[src/rtl/carregador_instrucoes.sv]
// rtl/carregador_instrucoes.sv - run-time instruction memory loader fed by a byte stream
// Optional trailing XOR checksum byte after the data: define CARREGADOR_CHECKSUM_EN.
module carregador_instrucoes #(
  parameter logic [31:0] BASE_END     = 32'd0,
  parameter int unsigned MAX_PALAVRAS = 1025
) (
  input  logic        clock,
  input  logic        reset,
  input  logic        iniciar,
  input  logic        byte_valido,
  input  logic [7:0]  byte_dado,
  output logic        escrita_en,
  output logic [31:0] escrita_endereco,
  output logic [31:0] escrita_instrucao,
  output logic        segura_cpu,
  output logic        ocupado,
  output logic        concluido,
  output logic        erro
);

  typedef enum logic [2:0] {
    OCIOSO    = 3'd0,
    CAB_ALTO  = 3'd1,
    CAB_BAIXO = 3'd2,
    DADOS     = 3'd3,
    CHECK     = 3'd4,
    FIM       = 3'd5
  } t_estado;

  localparam logic [16:0] LP_MAX = 17'(MAX_PALAVRAS);

  t_estado     r_estado;
  logic [15:0] r_total;
  logic [15:0] r_palavras;
  logic [1:0]  r_byte_idx;
  logic [31:0] r_palavra;
  logic        r_escrita_en;
  logic [31:0] r_endereco;
  logic [31:0] r_instrucao;
  logic        r_segura;
  logic        r_ocupado;
  logic        r_concluido;
  logic        r_erro;
`ifdef CARREGADOR_CHECKSUM_EN
  logic [7:0]  r_xor;
  logic        w_ultima;
`endif

  logic [15:0] w_total_novo;
  logic [31:0] w_palavra_nova;

  assign w_total_novo   = {r_total[15:8], byte_dado};
  assign w_palavra_nova = {r_palavra[23:0], byte_dado};
`ifdef CARREGADOR_CHECKSUM_EN
  assign w_ultima       = (r_palavras + 16'd1) == r_total;
`endif

  always_ff @(posedge clock or negedge reset) begin
    if (!reset) begin
      r_estado     <= OCIOSO;
      r_total      <= '0;
      r_palavras   <= '0;
      r_byte_idx   <= '0;
      r_palavra    <= '0;
      r_escrita_en <= 1'b0;
      r_endereco   <= '0;
      r_instrucao  <= '0;
      r_segura     <= 1'b0;
      r_ocupado    <= 1'b0;
      r_concluido  <= 1'b0;
      r_erro       <= 1'b0;
`ifdef CARREGADOR_CHECKSUM_EN
      r_xor        <= '0;
`endif
    end else begin
      r_escrita_en <= 1'b0;
      r_concluido  <= 1'b0;
      case (r_estado)
        OCIOSO: begin
          if (iniciar) begin
            r_estado   <= CAB_ALTO;
            r_segura   <= 1'b1;
            r_ocupado  <= 1'b1;
            r_erro     <= 1'b0;
            r_total    <= '0;
            r_palavras <= '0;
            r_byte_idx <= '0;
            r_palavra  <= '0;
`ifdef CARREGADOR_CHECKSUM_EN
            r_xor      <= '0;
`endif
          end
        end

        CAB_ALTO: begin
          if (byte_valido) begin
            r_total[15:8] <= byte_dado;
            r_estado      <= CAB_BAIXO;
`ifdef CARREGADOR_CHECKSUM_EN
            r_xor         <= r_xor ^ byte_dado;
`endif
          end
        end

        CAB_BAIXO: begin
          if (byte_valido) begin
            r_total[7:0] <= byte_dado;
            r_palavras   <= '0;
            r_byte_idx   <= '0;
`ifdef CARREGADOR_CHECKSUM_EN
            r_xor        <= r_xor ^ byte_dado;
`endif
            if (w_total_novo == 16'd0) begin
`ifdef CARREGADOR_CHECKSUM_EN
              r_estado    <= CHECK;
`else
              r_estado    <= FIM;
              r_concluido <= 1'b1;
              r_segura    <= 1'b0;
`endif
            end else if ({1'b0, w_total_novo} > LP_MAX) begin
              r_estado  <= OCIOSO;
              r_erro    <= 1'b1;
              r_segura  <= 1'b0;
              r_ocupado <= 1'b0;
            end else begin
              r_estado <= DADOS;
            end
          end
        end

        DADOS: begin
          // Without a checksum the strobe cycle of the last word lands here with
          // the count already complete; completion is signalled on the cycle after.
          if (r_palavras == r_total) begin
            r_estado    <= FIM;
            r_concluido <= 1'b1;
            r_segura    <= 1'b0;
          end else if (byte_valido) begin
            r_palavra  <= w_palavra_nova;
            r_byte_idx <= r_byte_idx + 2'd1;
`ifdef CARREGADOR_CHECKSUM_EN
            r_xor      <= r_xor ^ byte_dado;
`endif
            if (r_byte_idx == 2'd3) begin
              r_escrita_en <= 1'b1;
              r_instrucao  <= w_palavra_nova;
              r_endereco   <= BASE_END + {16'd0, r_palavras};
              r_palavras   <= r_palavras + 16'd1;
`ifdef CARREGADOR_CHECKSUM_EN
              if (w_ultima) begin
                r_estado <= CHECK;
              end
`endif
            end
          end
        end

`ifdef CARREGADOR_CHECKSUM_EN
        CHECK: begin
          if (byte_valido) begin
            if (byte_dado == r_xor) begin
              r_estado    <= FIM;
              r_concluido <= 1'b1;
              r_segura    <= 1'b0;
            end else begin
              r_estado  <= OCIOSO;
              r_erro    <= 1'b1;
              r_segura  <= 1'b0;
              r_ocupado <= 1'b0;
            end
          end
        end
`endif

        FIM: begin
          r_estado  <= OCIOSO;
          r_segura  <= 1'b0;
          r_ocupado <= 1'b0;
        end

        default: begin
          r_estado  <= OCIOSO;
          r_segura  <= 1'b0;
          r_ocupado <= 1'b0;
        end
      endcase
    end
  end

  assign escrita_en        = r_escrita_en;
  assign escrita_endereco  = r_endereco;
  assign escrita_instrucao = r_instrucao;
  assign segura_cpu        = r_segura;
  assign ocupado           = r_ocupado;
  assign concluido         = r_concluido;
  assign erro              = r_erro;

endmodule
[config.mk]
export PLATFORM = sky130hd
export DESIGN_NAME = carregador_instrucoes
export DESIGN_NICKNAME = d
export VERILOG_FILES = /design/src/rtl/carregador_instrucoes.sv
export SDC_FILE = /design/constraint.sdc
export NUM_CORES = 1
export LEC_CHECK = 0
export BUFFER_PORTS_ARGS = -buffer_cell sky130_fd_sc_hd__buf_2
export CAP_MARGIN = 20
export CORE_MARGIN = 2
export CORE_UTILIZATION = 50
export DETAILED_ROUTE_END_ITERATION = 12
export GPL_TIMING_DRIVEN = 0
export PLACE_DENSITY = 0.73
export SYNTH_ARGS = -nofsm -noshare
export SYNTH_HDL_FRONTEND = slang
export SYNTH_SLANG_ARGS = --single-unit
[constraint.sdc]
create_clock -name clock -period 3.7 [get_ports clock]
set_input_delay 0.74 -clock clock [delete_from_list [all_inputs] [get_ports clock]]
set_output_delay 0.74 -clock clock [all_outputs]
set_load 0.005 [all_outputs]
Yosys cells after proc, flatten, opt, wreduce, memory -nomap -nowiden
Cells that the tools add are included.
W data, S select, Z words.
- flip-flop bits (word level): 114
- bits in latches: 0
- bits in writable memories: 0
- memory bits (read-only): 0
- bits of input ports: 12
- output and inout bits: 69
- memories: 0
- add/subtract/negate cells: 2
- $mul: 0
- divide/modulo/power cells: 0
- $lt $le $gt $ge: 1
- equal/unequal tests: 15
- shift operators: 0
- mux-type cells: 47
- bitwise logic cells: 3
- reduce and logical (&&, ||, !) cells: 17
- operators with widths (kind ; count):
    $mux W16 ; 5
    $mux W24 ; 3
    $pmux W16 S3 ; 1
    $pmux W24 S2 ; 1
    $pmux W8 S2 ; 2
    $reduce_and A5 Y1 ; 4
    $mux W1 ; 18
    $ne A2 B2 Y1 const B ; 9
    $add A16 B1 Y16 const B ; 1
    $eq A16 B16 Y1 ; 1
    $gt A16 B11 Y1 const B ; 1
    $logic_not A16 Y1 ; 1
    $mux W3 ; 5
    $pmux W3 S4 ; 1
    $reduce_and A4 Y1 ; 3
    $mux W2 ; 5
    $mux W8 ; 1
    $eq A3 B2 Y1 const B ; 2
    $pmux W2 S3 ; 1
    $reduce_and A3 Y1 ; 2
    $reduce_and A6 Y1 ; 1
    $reduce_bool A2 Y1 ; 3
    $pmux W1 S2 ; 2
    $pmux W1 S4 ; 1
    other kinds (9) ; 11

Logic depth before layout (Yosys ltp)
Gate-level depths: netlist of run 1.
- word-level depth: 5
- mapped depth: 8

Least setup slack after synthesis of run 1
No wires, ideal clock.
- path kind: register to register
- start: register r_palavras[2]
- end: register r_endereco[10] (netlist: escrita_endereco[10])
- setup time: 0.127 ns
- data arrival time: 1.909 ns
- setup slack: 1.664 ns
- stages on the path, launching flop included: 8
- path buffers: 2
- cell sequence: dfrtp_1 > buf_6 > xnor2_4 > nand4_2 > o41a_1 > nand3_4 > buf_8 > mux2_1
- word-level cells in the longest chain between the ends: 3
- ends and longest elaborated chain (element ; line ; source):
    from (decl) ; 34 ; logic [15:0] r_palavras;
    from (signal assigned) ; 149 ; r_palavras <= r_palavras + 16'd1;
    $eq A16 B16 Y1 ; 135 ; if (r_palavras == r_total) begin
    $not A1 Y1 (no source line) ; - ;
    $reduce_and A4 Y1 (no source line) ; - ;
    to (signal assigned) ; 148 ; r_endereco <= BASE_END + {16'd0, r_palavras};
    to (decl) ; 38 ; logic [31:0] r_endereco;
Every way passes these cells.
A chain may end at the register's enable or synchronous reset.

Worst setup path in the final report of run 1
- start: register r_palavras[15]
- end: register r_endereco[12] (netlist: escrita_endereco[12])
Same word-level chain as after synthesis.

==> impl_metrics.tcl, run 1 <==
set metrics [dict create \
    first_global_vias 4013 \
    status "completed" \
    cp_top_family "compound AO/OA/AOI/OAI gates" \
    max_slew_margin_pct 36.8 \
    grt_max_degree 76 \
    seq_area_frac_synth_pct 51.0 \
    setup_viol 0 \
    period_minus_slack_ns 2.36 \
    fin_crit_sh_pct 63.7 \
    slowest_delay_ns 0.54 \
    viasPerCell 5.56 \
    grt.met2_usage_pct 36.2 \
    drcViolationCount 0 \
    detail-route-antenna-nets 0 \
    synth_top_family_by_area "simple AND/OR/NAND/NOR gates" \
    p_switching_w 0.00172 \
    r2r_end "escrita_endereco[12]" \
    slowest_stage "o41a_1" \
    ir_drop_mv 0.348 \
    p_seq_share_pct 37.1 \
    end_kind "register" \
    antenna_cells 0 \
    async_flop_share_pct 100 \
    synthXorXnorAreaFrac_pct 2.97 \
    grt_pass1_wl_um 21100 \
    drive_above_1_share_pct 30.6 \
    met3_usage_pct 4.51 \
    dr.pass1.iters 5 \
    die_w_um 110 \
    root_buffer "clkbuf_8" \
    maxSlewViolCount 0 \
    final_util_pct 62.3 \
    cts_buffers 17 \
    antenna_found_initial 0 \
    globalplace.congestion 0.903 \
    numPortBuffers 63 \
    cts_setup_buffers 0 \
    synth_edf_count 0 \
    powerDensity_nw_per_um2 767 \
    synthAdderAreaFrac_pct 0.447 \
    netlist_area_um2 5590 \
    clock-sinks 114 \
    io_pins 81 \
    fmax_mhz 424 \
    globalRoute.totalOverflow 0 \
    worst_pin_slew_ns 0.941 \
    cts_hold_buffers 0 \
    required_ns 4.10 \
    reg2reg_depth 6 \
    netlist_instances 491 \
    drt-initial-drc-count 343 \
    wl_um 13100 \
    syn2layout_area_growth_pct 21.2 \
    crit_fanout 10 \
    htreeDepth 4 \
    yosysTopAreaCell "dfrtp_1" \
    synth_cell_types 52 \
    hp-class "primary input to async pin" \
    synth-compound-area-share_pct 9.30 \
    worstSetupStartpointType "register" \
    yosysTopAreaCellShare_pct 51.0 \
    p_leak_nw 3.40 \
    dieArea_um2 12100 \
    gr-usage-met1_pct 32.2 \
    gr-usage-all-layers_pct 23.4 \
    synth_area_leaders "dfrtp_1 51%, mux2_4 11%, nand2_1 3.6%" \
    power.share.clock_pct 32.4 \
    p_int_w 0.00347 \
    clk_pin_slew_ns 0.06 \
    crit_arrival_ns 2.75 \
    synth-main-ff-cell "dfrtp_1" \
    cts.repair.resized 0 \
    start_util_pct 51.4 \
    vias 4127 \
    ctsLongestPathBuffers 2 \
    hold_viol 0 \
    combinationalPowerShare_pct 30.5 \
    fin_tns_setup_ns 0 \
    clock_latency_ns 0.52 \
    yosys.area_share.simple_pct 13.9 \
    syn_avg_cell_area_um2 11.4 \
    coreArea_um2 10900 \
    synthMuxAreaShare_pct 13.4 \
    worstSetupPathType "register to register" \
    wl_per_cell_um 17.7 \
    skew_ns 0.00638 \
    worst-path-buf-inv 1 \
    r2r_setup_slack_ns 1.34 \
    max_cap_viol_count 0 \
    hpwl_um 8980 \
    path_cells "xnor2_1 > nand4_2 > o41a_1 > nand3_4 > buf_8 > mux2_1" \
    num_rows 38 \
    tritoncts "built" \
    rsz0062_at_grt "false" \
    gr-max-usage-layer "met2" \
    switching_share_pct 33.2 \
    synth_seq_cells 114 \
    r2r-start "r_palavras[15]" \
    nets 603 \
    ys.warnings.count 0 \
    die_y_um 110 \
]
-- cells in the mapped netlist (6+ instances only) --
| master | count |
|---|---|
| or4_1 | 7 |
| nor2_1 | 9 |
| xnor2_1 | 14 |
| a21oi_1 | 16 |
| nand4_1 | 9 |
| nand2_1 | 54 |
| mux2_1 | 8 |
| buf_6 | 8 |
| nand2b_1 | 6 |
| o31ai_1 | 23 |
| mux2_4 | 40 |
| inv_1 | 25 |
| mux2i_1 | 6 |
| nand3_1 | 39 |
| dfrtp_1 | 114 |
| o21ai_1 | 9 |
| buf_2 | 6 |
| o21ai_0 | 17 |
| nor4_1 | 6 |
| buf_4 | 16 |
| nor3_1 | 8 |
-- cells in the final DEF (no fill, tap or decap), drive strengths merged, types with 2 or more instances in the layout --
cell	count
nand4	10
or3	3
nor2b	2
nand2b	6
a31oi	3
a21o	3
ha	2
conb	16
dfrtp	114
nand2	54
bufinv	4
buf	104
clkinv	3
o21ai	26
clkbuf	25
xnor2	16
or4	8
mux2i	6
mux2	48
nor4	7
a21boi	2
inv	26
clkinvlp	5
o31ai	23
nor3	10
nand3	40
nor2	10
a21oi	16
-- flip-flops by register name, summed over array words and instances, names as in the netlist --
register	flops
concluido	1
erro	1
escrita_en	1
escrita_endereco	16
escrita_instrucao	32
ocupado	1
r_byte_idx	2
r_estado	3
r_palavra	24
r_palavras	16
r_total	16
segura_cpu	1
-- worst register-to-register path: cells and delay by family (launching register included) --
family,cells,cell delay [ns]
AO/OA/AOI/OAI,1,0.54
flip-flops,1,0.43
AND/OR/NAND/NOR,2,0.42
multiplexers,1,0.34
XOR/XNOR,1,0.33
buffers and inverters,1,0.17
-- metrics by stage --
stage / hold slack [ns] / total power (W) / instances / cell area (um2) / setup WS (ns)
after floorplan: 0.444 / 0.00298 / 506 / 5650 / 1.66
after global placement: 0.470 / 0.00344 / 709 / 6140 / 0.623
after detailed placement: 0.476 / 0.00351 / 710 / 6170 / 1.25
after CTS: 0.209 / 0.00521 / 742 / 6780 / 1.37
after global routing: 0.239 / 0.00549 / 742 / 6780 / 1.20
final: 0.203 / 0.00520 / 742 / 6780 / 1.34
-- metal layers --
metal  vias up  wire length, um
li1       1900                -
met1      2055             5850
met2       153             6240
met3        19              780
met4         0              234
met5         -                0
-- final cells by class --
cell class,count,area [um2]
Buffer,46,403
Sequential cell,114,2850
Inverter,25,93.8
Tap cell,140,175
Multi-Input combinational cell,321,2300
Timing Repair Buffer,64,345
Clock inverter,13,185
Clock buffer,19,422
Fill cell,870,4110
-- cell families (layout without fill, tap and decap cells) --
group | Yosys count | count (layout)
AOI/OAI and AO/OA | 81 | 81
xor gates and xnor gates | 16 | 16
adders and majority gates | 2 | 2
buffers and inverters | 71 | 167
DFF | 114 | 114
muxes | 54 | 54
other | 1 | 16
and+or+nand+nor | 152 | 152
-- worst max path at each step --
stage / from / end / slack (ns) / cells after the start
after CTS: r_palavras[15] / escrita_endereco[8] / 1.37 / 6
after global placement: reset / escrita_endereco[5] / 0.62 / 1
after detailed placement: byte_valido / r_total[3] / 1.25 / 6
after floorplan: r_palavras[2] / escrita_endereco[10] / 1.66 / 7
after global routing: r_byte_idx[0] / r_palavras[10] / 1.20 / 6
final: r_palavras[15] / escrita_endereco[12] / 1.34 / 6
-- power groups by stage --
stage / clock network (W) / registers, W / logic [W]
final: 0.00168 / 0.00193 / 0.00158
after global routing: 0.00176 / 0.00198 / 0.00175
after CTS: 0.00169 / 0.00193 / 0.00159
after detailed placement: 0 / 0.00194 / 0.00157
after global placement: 0 / 0.00192 / 0.00152
after floorplan: 0 / 0.00188 / 0.00109
Power figures use the tool's default switching activity.
==> run 2, diff against run 1 <==
--- a/config.mk
+++ b/config.mk
@@ -5,6 +5,7 @@
 export SDC_FILE = /design/constraint.sdc
 export NUM_CORES = 1
 export LEC_CHECK = 0
+export ABC_AREA = 1
 export BUFFER_PORTS_ARGS = -buffer_cell sky130_fd_sc_hd__buf_2
 export CAP_MARGIN = 20
 export CORE_MARGIN = 2
==> constraint.sdc (replaced) <==
create_clock -name clock -period 2.4 [get_ports clock]
set_input_delay 0.48 -clock clock [delete_from_list [all_inputs] [get_ports clock]]
set_output_delay 0.48 -clock clock [all_outputs]
set_load 0.005 [all_outputs]
==> impl_metrics.tcl, run 2 <==
set metrics [dict create \
    path_cells "inv_1 > nand2_1 > nand2_1 > nor2_1 > nand2_1 > nor2_2 > nand2_2 > nand3_4 > inv_2 > buf_2 > nand2_1 > nand2_1" \
    drt-initial-drc-count 451 \
    clock-sinks 114 \
    drcViolationCount 0 \
    setup_viol 0 \
    grt_pass1_wl_um 22200 \
    nFillCells 926 \
    cts_hold_buffers 0 \
    synth_seq_cells 114 \
    globalRoute.totalOverflow 0 \
    fin_crit_sh_pct 82.5 \
    ys.warnings.count 0 \
    total_power_w 0.00679 \
    ir_drop_mv 0.703 \
    viasPerCell 5.19 \
    fmax_mhz 505 \
    die_y_um 108 \
    syn_avg_cell_area_um2 7.93 \
    final_cell_mix "310 x nand2_1, 114 x dfrtp_1, 78 x buf_2" \
    synth_common_cells "310 x nand2_1, 114 x dfrtp_1, 50 x inv_1" \
    setup_ws_ns 0.419 \
    maxSlewViolCount 0 \
    hold_viol 0 \
    numPortBuffers 64 \
    antenna_cells 0 \
    rsz0062_at_grt "false" \
    slowest_stage "dfrtp_1" \
    wl_per_cell_um 14.8 \
    nets 789 \
    r2r_end "escrita_instrucao[15]" \
    synth-main-ff-cell "dfrtp_1" \
    required_ns 2.82 \
    gr-usage-all-layers_pct 25.1 \
    grt_max_degree 68 \
    slowest_delay_ns 0.40 \
    detail-route-antenna-nets 0 \
    io_pins 81 \
    clk_pin_slew_ns 0.06 \
    coreArea_um2 10400 \
    cts_setup_buffers 0 \
    cts_buffers 17 \
    r2r_setup_slack_ns 0.42 \
    max_cap_viol_count 0 \
    syn2layout_area_growth_pct 21.7 \
    yosysTopAreaCellShare_pct 53.2 \
    tritoncts "built" \
    antenna_found_initial 0 \
    synth_edf_count 0 \
    synth_most_common_cell "nand2_1" \
    hpwl_um 9710 \
    fin_tns_setup_ns 0 \
    skew_ns 0.00639 \
    hp-class "primary input to async pin" \
    end_kind "register" \
    htreeDepth 4 \
    worst_path_most_repeated_cell "nand2_1" \
    final_util_pct 63.0 \
    holdWs_ns 0.0788 \
    dr.pass1.iters 6 \
    netlist_area_um2 5360 \
    r2r-start "r_palavras[5]" \
    first_global_vias 4418 \
    period_minus_slack_ns 1.98 \
    crit_arrival_ns 2.40 \
    place_ws_ns 0.438 \
    crit_fanout 10 \
    ctsLongestPathBuffers 2 \
    largest_reg_flops 32 \
    dieArea_um2 11600 \
    cts.repair.resized 0 \
    max_slew_margin_pct 42.0 \
    reg2reg_depth 12 \
    powerDensity_nw_per_um2 1040 \
    wl_um 13600 \
    root_buffer "clkbuf_8" \
    synth_area_leaders "dfrtp_1 53%, nand2_1 22%, inv_1 3.5%" \
    yosysTopAreaCell "dfrtp_1" \
    clock_latency_ns 0.53 \
    p_leak_nw 3.63 \
    worstSetupStartpointType "register" \
    vias 4791 \
    worstSetupPathType "register to register" \
    start_util_pct 51.7 \
    synth_cell_types 31 \
    netlist_instances 676 \
    globalplace.congestion 0.893 \
    async_flop_share_pct 100 \
    worst_pin_slew_ns 0.870 \
    seq_area_frac_synth_pct 53.2 \
    final_common_cell "nand2_1" \
    status "completed" \
    die_w_um 108 \
    num_rows 37 \
    drive_above_1_share_pct 19.1 \
]
==> run 2: logic make-up after synthesis <==
group | share of synthesized area (%)
XOR/XNOR | 1.63
adder cells (fa/ha/maj) | 0.467
flip-flops | 53.2
other | 0.0699
AO/OA/AOI/OAI | 5.46
buffers and inverters | 8.05
AND/OR/NAND/NOR | 31.1
==> run 2: final cells by class <==
| class | count | area [um2] | area share [%] |
|---|---|---|---|
| Clock inverter | 13 | 161 | 2.47 |
| Multi-Input combinational cell | 487 | 2130 | 32.7 |
| Timing Repair Buffer | 65 | 350 | 5.37 |
| Buffer | 35 | 225 | 3.45 |
| Tap cell | 136 | 170 | 2.61 |
| Clock buffer | 18 | 428 | 6.55 |
| Inverter | 55 | 206 | 3.16 |
| Sequential cell | 114 | 2850 | 43.7 |
==> run 2: per-stage QoR <==
stage | instance area, um2 | cells
2_1_floorplan | 5420 | 691
3_3_place_gp | 5910 | 891
3_5_place_dp | 5940 | 892
4_1_cts | 6530 | 923
5_1_grt | 6530 | 923
6_report | 6530 | 923
==> run 2: per-layer routing <==
metal | vias to the layer above | track usage, % | wire length (um)
met5 | - | 0 | 0
met4 | 0 | 7.51 | 199
met3 | 22 | 6.23 | 990
met2 | 179 | 38.9 | 6250
met1 | 2307 | 35.1 | 6190
li1 | 2283 | - | -
==> run 2: worst max path at each step <==
stage / slack [ns] / endpoint / cells after the start / startpoint
6_report: 0.42 / escrita_instrucao[15] / 12 / r_palavras[5]
5_1_grt: 0.25 / escrita_instrucao[15] / 12 / r_palavras[7]
4_1_cts: 0.43 / escrita_instrucao[15] / 12 / r_palavras[7]
3_5_place_dp: 0.44 / escrita_instrucao[15] / 12 / r_palavras[7]
3_3_place_gp: -0.45 / erro / 1 / reset
2_1_floorplan: 0.86 / r_total[0] / 9 / r_estado[0]
==> run 2: worst max-delay path, delay by kind of cell, from the launching register on <==
kind                   cells  cell delay [ns]
buffers and inverters      3             0.48
DFF                        1             0.40
and+or+nand+nor            9             0.98
==> run 2: where the power goes <==
part	switching, W	total (W)	leakage [nW]	internal (W)
Combinational	0.00134	0.00193	1.78	0.000596
Sequential	0.000186	0.00236	1.57	0.00217
Clock	0.000903	0.00250	0.279	0.00160
Total	0.00243	0.00679	3.63	0.00437
==> run 3, diff against run 2 <==
--- a/config.mk
+++ b/config.mk
@@ -5,14 +5,14 @@
 export SDC_FILE = /design/constraint.sdc
 export NUM_CORES = 1
 export LEC_CHECK = 0
-export ABC_AREA = 1
+export ABC_AREA = 0
 export BUFFER_PORTS_ARGS = -buffer_cell sky130_fd_sc_hd__buf_2
 export CAP_MARGIN = 20
 export CORE_MARGIN = 2
 export CORE_UTILIZATION = 50
 export DETAILED_ROUTE_END_ITERATION = 12
 export GPL_TIMING_DRIVEN = 0
-export PLACE_DENSITY = 0.73
+export PLACE_DENSITY = 0.76
 export SYNTH_ARGS = -nofsm -noshare
 export SYNTH_HDL_FRONTEND = slang
 export SYNTH_SLANG_ARGS = --single-unit
==> constraint.sdc (replaced) <==
create_clock -name clock -period 1.7 [get_ports clock]
set_input_delay 0.34 -clock clock [delete_from_list [all_inputs] [get_ports clock]]
set_output_delay 0.34 -clock clock [all_outputs]
set_load 0.005 [all_outputs]
==> impl_metrics.tcl, run 3 (synthesis gave the netlist of run 1 again) <==
set metrics [dict create \
    status "finished, violations left" \
    violations "negative setup slack" \
    reg2reg_depth 10 \
    die_w_um 110 \
    worstSetupPathType "register to register" \
    antenna_found_initial 0 \
    maxSlewViolCount 0 \
    clock-sinks 114 \
    max_cap_viol_count 0 \
    r2r_setup_slack_ns -0.53 \
    end_kind "register" \
    numPortBuffers 63 \
    root_buffer "clkbuf_8" \
    fin_crit_sh_pct 131 \
    viasPerCell 6.08 \
    rsz0062_at_grt "true" \
    p_leak_nw 4.07 \
    worst-path-buf-inv 5 \
    htreeDepth 4 \
    final_cell_mix "97 x dfrtp_1, 67 x buf_4, 65 x buf_2" \
    worst_path_most_repeated_cell "buf_6" \
    io_pins 81 \
    cp_top_family "buffers and inverters" \
    fin_tns_setup_ns -39.03 \
    drcViolationCount 0 \
    largest_reg_flops 32 \
    vias 4933 \
    syn2layout_area_growth_pct 49.5 \
    setup_viol 98 \
    path_cells "xnor2_4 > nand4_4 > buf_6 > o41ai_4 > buf_4 > buf_6 > buf_12 > buf_8 > nor4_2 > a2bb2oi_1" \
    worstSetupStartpoint "r_total[2]" \
    crit_fanout 6 \
    setup_ws_ns -0.534 \
    worstSetupStartpointType "register" \
    r2r_end "r_palavras[4]" \
    antenna_cells 0 \
    coreArea_um2 10900 \
    crit_path_end "r_palavras[4]" \
    holdWs_ns 0.112 \
    skew_ns 0.0127 \
    ctsLongestPathBuffers 2 \
    drt-initial-drc-count 487 \
    wl_um 19300 \
    globalRoute.totalOverflow 0 \
    detail-route-antenna-nets 0 \
    ir_drop_mv 1.08 \
    hold_viol 0 \
    r2r-start "r_total[2]" \
    min_from "byte_dado[6]" \
    num_rows 38 \
    powerDensity_nw_per_um2 1700 \
    start_util_pct 51.4 \
    final_common_cell "dfrtp_1" \
    hpwl_um 8830 \
    tritoncts "built" \
    slowest_stage "dfrtp_1" \
    required_ns 2.10 \
    period_minus_slack_ns 2.23 \
    max_slew_margin_pct 62.8 \
    fin_area_um2 8360 \
    cp.depth 10 \
    worst_pin_slew_ns 0.559 \
    nets 672 \
    drive_above_1_share_pct 55.1 \
    cts_buffers 17 \
    slowest_delay_ns 0.46 \
    grt_max_degree 74 \
    clock_latency_ns 0.54 \
    crit_arrival_ns 2.64 \
    hp-class "primary input to register" \
    gr-usage-all-layers_pct 29.7 \
    clk_pin_slew_ns 0.06 \
    wl_per_cell_um 23.8 \
    fmax_mhz 448 \
    grt_pass1_wl_um 26100 \
    dieArea_um2 12100 \
    place_area_um2 6280 \
    first_global_vias 4632 \
    die_y_um 110 \
    dr.pass1.iters 6 \
    globalplace.congestion 0.931 \
]
-- run 3: changes by cell type in the layout (fill, tap and decap cells not counted), sizes merged, moves of 8 or more --
| cell | before | now |
|---|---|---|
| buf | 99 | 172 |
| o22ai | 8 | 0 |
| xnor2 | 1 | 16 |
| a21oi | 4 | 16 |
| mux2 | 0 | 48 |
| or4 | 0 | 8 |
| inv | 56 | 25 |
| o31ai | 9 | 23 |
| clkbuf | 19 | 30 |
| nor2 | 44 | 10 |
| nand2 | 315 | 54 |
| xor2 | 9 | 0 |
-- run 3: worst min-delay path, stage by stage --
cell and delay, ns:
buf_2 0.15, nand2_1 0.07, o21ai_1 0.05
-- run 3: area by class of cell --
| cell class | instances | area (um2) |
|---|---|---|
| clock inverter | 8 | 171 |
| sequential | 114 | 2870 |
| clock buffer | 24 | 490 |
| inverter | 25 | 96.3 |
| multi-input combinational | 321 | 3030 |
| timing repair buffer | 136 | 1080 |
| buffer | 43 | 444 |
| tap | 140 | 175 |
| fill | 605 | 2530 |
-- run 3: how the worst min path moves through the flow --
stage	to	slack, ns	cells past startpoint
floorplan	concluido	0.04	0
global placement	ocupado	0.46	1
detailed placement	escrita_instrucao[11]	0.36	1
CTS	r_total[0]	0.12	3
global route	r_palavra[7]	0.14	3
finish	r_total[14]	0.11	3
-- run 3: routing by layer --
layer  share of wire, %  global-route usage, %  wire length [um]  vias to the layer above
li1                   -                      -                 -                     2045
met5                  0                      0                 0                        -
met2                 48                   47.8              9310                      366
met3                8.9                   6.40              1730                       89
met1                 39                   38.1              7470                     2433
met4                4.3                   14.2               832                        0
-- run 3: where the power goes --
part           switching, W  internal [W]  total, W
logic               0.00299       0.00290   0.00589
clock network       0.00131       0.00273   0.00404
registers          0.000773       0.00354   0.00431
total               0.00508       0.00916    0.0142
-- run 3: metrics by stage --
step	power (W)	utilization (%)	std cells	worst slack, ns
3_3_place_gp	0.00753	57.4	709	-0.934
5_1_grt	0.0147	76.8	811	-0.548
2_1_floorplan	0.00656	-	506	-0.261
4_1_cts	0.0124	70.8	779	-0.380
6_report	0.0142	76.8	811	-0.534
3_5_place_dp	0.00769	57.7	710	-0.488
-- run 3: timing repair --
item	CTS	global route
gates resized for setup	103	99
setup buffers	29	36
endpoints found under the hold margin	41	0
cloned	7	1
pin swaps	23	44
setup endpoints to repair	114	114
hold buffers	1	0
